`src/rtl/uart_cmd_ctrl.sv`:
```
// UART command controller: decodes opcode(+argument) frames from the RX FIFO and serialises
// words into the TX FIFO. Optional inter-byte RX timeout is enabled by UART_CMD_TIMEOUT_EN.
module uart_cmd_ctrl #(
  parameter int unsigned DATA_BITS      = 8,
  parameter int unsigned WORD_BYTES     = 4,
  parameter int unsigned TIMEOUT_CYCLES = 1_000_000
) (
  input  logic                            clk,
  input  logic                            reset,
  input  logic                            rx_empty,
  input  logic [DATA_BITS-1:0]            r_data,
  output logic                            rd_uart,
  input  logic                            tx_full,
  output logic                            wr_uart,
  output logic [DATA_BITS-1:0]            w_data,
  output logic                            cmd_valid,
  input  logic                            cmd_ready,
  output logic [DATA_BITS-1:0]            cmd_code,
  output logic [DATA_BITS*WORD_BYTES-1:0] cmd_arg,
  input  logic                            tx_word_valid,
  output logic                            tx_word_ready,
  input  logic [DATA_BITS*WORD_BYTES-1:0] tx_word,
  output logic                            rx_timeout
);

  localparam int unsigned CntW  = (WORD_BYTES > 1) ? $clog2(WORD_BYTES) : 1;
  localparam int unsigned WordW = DATA_BITS * WORD_BYTES;
  localparam logic [CntW-1:0] LastIdx = CntW'(WORD_BYTES - 1);

  typedef enum logic [1:0] {RX_IDLE, RX_ARG, RX_HOLD} rx_state_e;
  typedef enum logic {TX_IDLE, TX_SEND} tx_state_e;

  rx_state_e            rx_state_q, rx_state_d;
  logic [CntW-1:0]      rx_cnt_q, rx_cnt_d;
  logic [DATA_BITS-1:0] cmd_code_q, cmd_code_d;
  logic [WordW-1:0]     cmd_arg_q, cmd_arg_d;
  logic                 rx_pop;
  logic                 rx_abort;

  tx_state_e            tx_state_q, tx_state_d;
  logic [CntW-1:0]      tx_cnt_q, tx_cnt_d;
  logic [WordW-1:0]     tx_word_q, tx_word_d;

  // Reset gates every pop/push so nothing leaves or enters the FIFOs while held.
  assign rx_pop    = ~reset & ~rx_empty & ((rx_state_q == RX_IDLE) || (rx_state_q == RX_ARG));
  assign rd_uart   = rx_pop;
  assign cmd_valid = ~reset & (rx_state_q == RX_HOLD);
  assign cmd_code  = cmd_code_q;
  assign cmd_arg   = cmd_arg_q;

`ifdef UART_CMD_TIMEOUT_EN
  localparam int unsigned TimW = $clog2(TIMEOUT_CYCLES + 1);
  localparam logic [TimW-1:0] TimLast = TimW'(TIMEOUT_CYCLES - 1);

  logic [TimW-1:0] to_cnt_q, to_cnt_d;

  always_comb begin
    to_cnt_d = '0;
    rx_abort = 1'b0;
    if ((rx_state_q == RX_ARG) && !rx_pop) begin
      if (to_cnt_q == TimLast) begin
        rx_abort = 1'b1;
      end else begin
        to_cnt_d = to_cnt_q + 1'b1;
      end
    end
  end

  always_ff @(posedge clk) begin
    if (reset) begin
      to_cnt_q <= '0;
    end else begin
      to_cnt_q <= to_cnt_d;
    end
  end

  assign rx_timeout = rx_abort & ~reset;
`else
  logic unused_timeout_cfg;
  assign unused_timeout_cfg = ^TIMEOUT_CYCLES;
  assign rx_abort   = 1'b0;
  assign rx_timeout = 1'b0;
`endif

  always_comb begin
    rx_state_d = rx_state_q;
    rx_cnt_d   = rx_cnt_q;
    cmd_code_d = cmd_code_q;
    cmd_arg_d  = cmd_arg_q;
    unique case (rx_state_q)
      RX_IDLE: begin
        if (rx_pop) begin
          cmd_code_d = r_data;
          cmd_arg_d  = '0;
          rx_cnt_d   = '0;
          rx_state_d = r_data[DATA_BITS-1] ? RX_ARG : RX_HOLD;
        end
      end
      RX_ARG: begin
        if (rx_pop) begin
          for (int unsigned k = 0; k < WORD_BYTES; k++) begin
            if (rx_cnt_q == CntW'(k)) cmd_arg_d[k*DATA_BITS +: DATA_BITS] = r_data;
          end
          if (rx_cnt_q == LastIdx) begin
            rx_cnt_d   = '0;
            rx_state_d = RX_HOLD;
          end else begin
            rx_cnt_d = rx_cnt_q + 1'b1;
          end
        end else if (rx_abort) begin
          cmd_arg_d  = '0;
          rx_cnt_d   = '0;
          rx_state_d = RX_IDLE;
        end
      end
      RX_HOLD: begin
        if (cmd_ready) rx_state_d = RX_IDLE;
      end
      default: rx_state_d = RX_IDLE;
    endcase
  end

  assign tx_word_ready = (tx_state_q == TX_IDLE);

  always_comb begin
    tx_state_d = tx_state_q;
    tx_cnt_d   = tx_cnt_q;
    tx_word_d  = tx_word_q;
    wr_uart    = 1'b0;
    w_data     = '0;
    unique case (tx_state_q)
      TX_IDLE: begin
        if (tx_word_valid) begin
          tx_word_d  = tx_word;
          tx_cnt_d   = '0;
          tx_state_d = TX_SEND;
        end
      end
      TX_SEND: begin
        for (int unsigned k = 0; k < WORD_BYTES; k++) begin
          if (tx_cnt_q == CntW'(k)) w_data = tx_word_q[k*DATA_BITS +: DATA_BITS];
        end
        if (!tx_full && !reset) begin
          wr_uart = 1'b1;
          if (tx_cnt_q == LastIdx) begin
            tx_cnt_d   = '0;
            tx_state_d = TX_IDLE;
          end else begin
            tx_cnt_d = tx_cnt_q + 1'b1;
          end
        end
      end
      default: tx_state_d = TX_IDLE;
    endcase
    if (reset) w_data = '0;
  end

  always_ff @(posedge clk) begin
    if (reset) begin
      rx_state_q <= RX_IDLE;
      rx_cnt_q   <= '0;
      cmd_code_q <= '0;
      cmd_arg_q  <= '0;
      tx_state_q <= TX_IDLE;
      tx_cnt_q   <= '0;
      tx_word_q  <= '0;
    end else begin
      rx_state_q <= rx_state_d;
      rx_cnt_q   <= rx_cnt_d;
      cmd_code_q <= cmd_code_d;
      cmd_arg_q  <= cmd_arg_d;
      tx_state_q <= tx_state_d;
      tx_cnt_q   <= tx_cnt_d;
      tx_word_q  <= tx_word_d;
    end
  end

endmodule

```
`config.mk`:
```
export PLATFORM = sky130hd
export DESIGN_NAME = uart_cmd_ctrl
export DESIGN_NICKNAME = d
export VERILOG_FILES = /design/src/rtl/uart_cmd_ctrl.sv
export SDC_FILE = /design/constraint.sdc
export NUM_CORES = 1
export LEC_CHECK = 0
export BUFFER_PORTS_ARGS = -buffer_cell sky130_fd_sc_hd__buf_2
export CAP_MARGIN = 10
export CORE_UTILIZATION = 40
export CTS_CLUSTER_SIZE = 28
export DETAILED_ROUTE_END_ITERATION = 12
export GPL_ROUTABILITY_DRIVEN = 0
export PLACE_DENSITY = 0.73
export SETUP_SLACK_MARGIN = 0.05
export SLEW_MARGIN = 15
export SYNTH_ARGS = -nofsm -noshare
export SYNTH_HDL_FRONTEND = slang
export SYNTH_SLANG_ARGS = --single-unit
export TNS_END_PERCENT = 1
```
`constraint.sdc`:
```
create_clock -name clk -period 1.48 [get_ports clk]
set_input_delay 0.296 -clock clk [delete_from_list [all_inputs] [get_ports clk]]
set_output_delay 0.296 -clock clk [all_outputs]
set_load 0.01 [all_outputs]
```
Word-level counts from Yosys, hierarchy flattened
Cells that the tools add are included.
{ "word_totals": {"reg_bits": 79, "input_bits": 46, "out_inout_bits": 53} }
{ "classes": {"n_addsub": 2, "eq_ne": 17, "mux": 33, "n_bitwise": 6, "n_reduce_logical": 17} }
{ "op_table": {"columns": ["operator", "count"], "rows": [
  ["2-to-1 mux 8 bit", 10],
  ["2-to-1 mux 32 bit", 2],
  ["case mux 32 bit (2 select lines)", 1],
  ["2-to-1 mux 2 bit", 11],
  ["AND reduction 4 bit", 5],
  ["equality test 2 bit, second input constant", 5],
  ["!= test 2 x 1 -> 1 bit, second input constant", 5],
  ["!= test 2 bit, second input constant", 4],
  ["case mux 2 bit (2 select lines)", 2],
  ["equality test 2 x 1 -> 1 bit, second input constant", 3],
  ["zero test 2 bit", 3],
  ["case mux 2 bit (3 select lines)", 1],
  ["AND reduction 2 bit", 3],
  ["2-to-1 mux 1 bit", 5],
  ["adder 2 x 1 -> 2 bit, second input constant", 2],
  ["AND 1 bit", 3],
  ["NOT 1 bit", 3],
  ["AND reduction 3 bit", 1],
  ["zero test 1 bit", 2],
  ["case mux 1 bit (2 select lines)", 1],
  ["nonzero test 2 bit", 1],
  ["logical AND 1 bit", 1],
  ["logical OR 1 bit", 1]
]} }

Logic depth before layout (Yosys ltp)
{ "depth": {"word_depth": 7, "depth_mapped": 7, "depth_no_buf": 5} }

Least setup slack after synthesis
OpenSTA, ideal clock, no wires.
{ "synth_path": {"path_type": "reg2out", "start": "register tx_cnt_q[1]", "end": "output w_data[0]", "arrival_time_ps": 1456, "t_required_ps": 1184, "setup_slack_ps": -272, "path_stages_with_launch": 8, "path_buffers": 2, "cell_sequence": "dfxtp_1 > inv_1 > ha_1 > clkbuf_2 > nor2b_1 > clkbuf_1 > a221oi_1 > o21ai_0"} }
{ "synth_between": {"elab_chain_len": 7, "word_cells_on_any_way": 10, "cone_classes": "3 x eq/ne; 6 x mux; 1 x reduce/logical"} }
{ "synth_lines": {"columns": ["element", "line_no", "rtl"], "rows": [
  ["start: declaration", "41", "logic [CntW-1:0] tx_cnt_q, tx_cnt_d;"],
  ["start signal: assignment", "173", "tx_cnt_q <= tx_cnt_d;"],
  ["zero test 2 bit", "141", "if (tx_cnt_q == CntW'(k)) w_data = tx_word_q[k*DATA_BITS +: DATA_BITS];"],
  ["2-to-1 mux 8 bit (3 in series)", "141", null],
  ["2-to-1 mux 8 bit (*)", "141", null],
  ["2-to-1 mux 8 bit (*)", "131", "unique case (tx_state_q)"],
  ["2-to-1 mux 8 bit (*)", "155", "if (reset) w_data = '0;"],
  ["end: declaration", "15", "output logic [DATA_BITS-1:0] w_data,"]
]} }
Mark *: on every way between the ends. The rest lies on a longest branch, timed or not.

Worst setup path in the final report
{ "layout_path": {"start": "register tx_cnt_q[0]", "end": "output w_data[1]"} }
Same word-level chain as after synthesis.

==> metrics.md <==
| Metric | Value |
|---|---|
| Max stage delay on crit path | 0.37 ns |
| Worst vdd ir | 599.3 µV |
| Skew final | 0.009600 ns |
| FF-to-FF setup slack | 0.11 ns |
| Die footprint | 8817 µm² |
| Post-Place Cells | 586 |
| Root Driver | clkbuf_8 |
| GRT Util Overall | 20.65% |
| First-pass GRT wire length | 14010 µm |
| Post-route setup slack | -0.5318 ns |
| Syn avg cell area | 8.775 µm² |
| CP Class | reg2out |
| Setup TNS | -3.723 ns |
| Critical R2R Capture | cmd_code[4] |
| Die Y | 93.90 µm |
| Lkg Pwr | 2.070 nW |
| Seq/Total Area, Yosys | 46.81% |
| Final hold vios | 0 |
| Worst r2r path cells | 3 |
| Flops & latches, synth | 79 |
| Largest net degree at the start of global routing | 36 |
| Overflow after GRT | 0 |
| DR WL/cell | 14.50 µm |
| TritonCTS Buffers | 9 |
| Reg2reg start | rx_state_q[0] |
| Final Critical Period | 2.012 ns |
| DRC viols | 0 |
| Finished Cell Area | 4618 µm² |
| Clk slew on worst S/H paths | 0.07 ns |
| Final setup vio count | 9 |
| Unrepaired setup endpoints after global routing | true |
| Port Buffer Count | 97 |
| CP Launch Point | tx_cnt_q[0] |
| Synth Warn # | 0 |
| # H-tree levels | 3 |
| Max-slew violations | 0 |
| Number of global-route vias before repair | 2991 |
| Post-route ant nets | 0 |
| Required @ worst endpoint | 1.18 ns |
| Synth Cell Area | 3378 µm² |
| Clock Latency Late Sink | 0.35 ns |
| Final WL | 8771 µm |
| Die span in x | 93.90 µm |
| Synthesized net count | 439 |
| Critical Path End Type | primary output |
| Worst hold path class | in2reg |
| Routed vias/inst | 5.043 |
| # Max-Cap Violations | 0 |
| Cell Area, Placed | 4225 µm² |
| I/O pin count | 99 |
| Netlist cell types | 35 |
| Max Clock Freq | 0.4971 GHz |
| TritonCTS clock tree | built |
| DP HPWL | 6290 µm |
| Status | finished, violations left |
| Area Growth Syn to Fin | 36.70% |
| Initial Util | 41.32% |
| Std cell rows | 33 |
| Core area | 8175 µm² |
| Final Util | 56.49% |
| Non-Filler Instances | 605 |
| Crit start category | flop |
| Initial DRT Pass Iterations | 4 |
| Final net count | 550 |
| Pre-CTS setup slack | -0.1974 ns |
| CTS max path bufs | 2 |
| Number of antenna diodes | 0 |
| 1st-iter DRT viols | 73 |
| Via count | 3051 |
| WP data arrival | 1.72 ns |
| Antenna violations before repair | 0 |
| Cells along the critical path | inv_2, ha_4, nor2b_4, buf_6, a221oi_4, o21ai_2, buf_2 |
| Clock Sinks | 79 |
| Slowest cell on crit path | dfxtp_4 |
| Failing checks | negative setup slack |
| CP Capture Point | w_data[1] |
| Fraction of layout cells with a size suffix above 1 | 36.40% |
| Final Cycle Share | 135.9% |
| Cells after synthesis | 385 |
| Critical path peak fanout | 4 |
| Power per cell area | 972.6 nW/µm² |
## synthesized netlist by cell type
cell type,number,area (µm²)
nand2_1,97,364.1
dfxtp_1,79,1582
a21oi_1,43,215.2
nand2b_1,34,212.7
mux2i_1,33,330.3
o21ai_0,20,100.1
buf_2,13,65.06
a221oi_1,8,70.07
ha_1,8,100.1
inv_1,7,26.28
clkbuf_1,5,18.77
nor2_1,5,18.77
nor2b_1,4,25.02
buf_4,3,22.52
o21ai_2,3,26.28
buf_1,2,7.510
nor3_1,2,10.01
nor3b_4,2,37.54
a211oi_1,1,7.510
and2_1,1,6.260
and2b_2,1,8.760
and3b_1,1,8.760
clkbuf_2,1,5.000
clkbuf_8,1,13.76
conb_1,1,3.750
nand2_2,1,6.260
nand3_1,1,5.000
nand3b_1,1,7.510
nor3_4,1,16.27
nor4_4,1,21.27
o22ai_1,1,6.260
o32ai_1,1,8.760
or2b_1,1,7.510
or3_1,1,6.260
or4_1,1,7.510
## timing repair
| action | in CTS | in global routing |
|---|---|---|
| gates cloned | 0 | 0 |
| setup endpoints to repair | 24 | 20 |
| pin swaps | 8 | 6 |
| setup buffers | 5 | 0 |
| hold buffers | 0 | 0 |
| resized for setup | 28 | 7 |
## through the flow
stage          hold WS, ns  power, mW
2_1_floorplan       0.4106      2.661
3_3_place_gp        0.4419      2.873
3_5_place_dp        0.4521      2.888
4_1_cts             0.1216      4.514
5_1_grt             0.1411      4.677
6_report            0.1393      4.492
## critical path, delay by kind of cell, from the launching register on
| family | cells | cell delay [ns] |
|---|---|---|
| DFF | 1 | 0.37 |
| and+or+nand+nor | 1 | 0.14 |
| buffers and inverters | 3 | 0.33 |
| AOI/OAI and AO/OA | 2 | 0.38 |
| adders and majority gates | 1 | 0.15 |
## worst min path at each step
stage | depth (start not counted) | end | slack [ns] | from
2_1_floorplan | 1 | rx_state_q[1] | 0.41 | cmd_ready
3_3_place_gp | 2 | cmd_code[6] | 0.44 | cmd_code[6]
3_5_place_dp | 2 | tx_word_q[24] | 0.45 | tx_word_q[24]
4_1_cts | 2 | rx_state_q[1] | 0.12 | cmd_ready
5_1_grt | 2 | rx_state_q[1] | 0.14 | cmd_ready
6_report | 2 | rx_state_q[1] | 0.14 | cmd_ready
## sequential cells by signal, indices dropped and copies added (netlist names)
name,cells
rx_cnt_q,2
cmd_code,8
cmd_arg,32
tx_state_q,1
tx_cnt_q,2
tx_word_q,32
rx_state_q,2
## cells in the final DEF (no fill, tap or decap), types with 3 or more instances in the layout
cell type,Yosys,layout
a21oi_1,43,43
a221oi_4,0,8
buf_12,0,7
buf_2,13,97
buf_4,3,16
buf_6,0,5
clkbuf_8,1,10
dfxtp_1,79,74
dfxtp_2,0,3
ha_1,8,3
ha_2,0,3
inv_1,7,3
inv_2,0,3
mux2i_1,33,33
nand2_1,97,97
nand2b_1,34,34
nor2_1,5,5
o21ai_0,20,4
o21ai_1,0,7
o21ai_2,3,11
## power by group
group          leakage (nW)  internal [mW]  switching, mW
clock network        0.0944          0.815          0.765
registers             0.646           2.21         0.0685
logic                  1.33          0.308          0.330
## metal layers
layer | track usage [%] | vias up | share of wire, % | routed length, µm
li1 | - | 1509 | - | -
met1 | 24.19 | 1410 | 42 | 3706
met2 | 34.73 | 112 | 47 | 4150
met3 | 7.120 | 20 | 7.9 | 694
met4 | 7.436 | 0 | 2.5 | 219
met5 | 0 | - | 0 | 0
## logic make-up after synthesis
group	share of synthesized area [%]
multiplexers	9.778
AO/OA/AOI/OAI	12.85
buffers and inverters	4.704
AND/OR/NAND/NOR	22.78
flip-flops	46.81
adder cells (fa/ha/maj)	2.963
other	0.1110
## area by class of cell
type                            instances  area [µm²]
Multi-Input combinational cell        274        1867
Clock inverter                          5       58.81
Sequential cell                        79        1593
Fill cell                             705        3557
Clock buffer                           10       137.6
Tap cell                              105       131.4
Timing Repair Buffer                  125       802.0
Inverter                                7       28.78
Power figures use the tool's default switching activity.
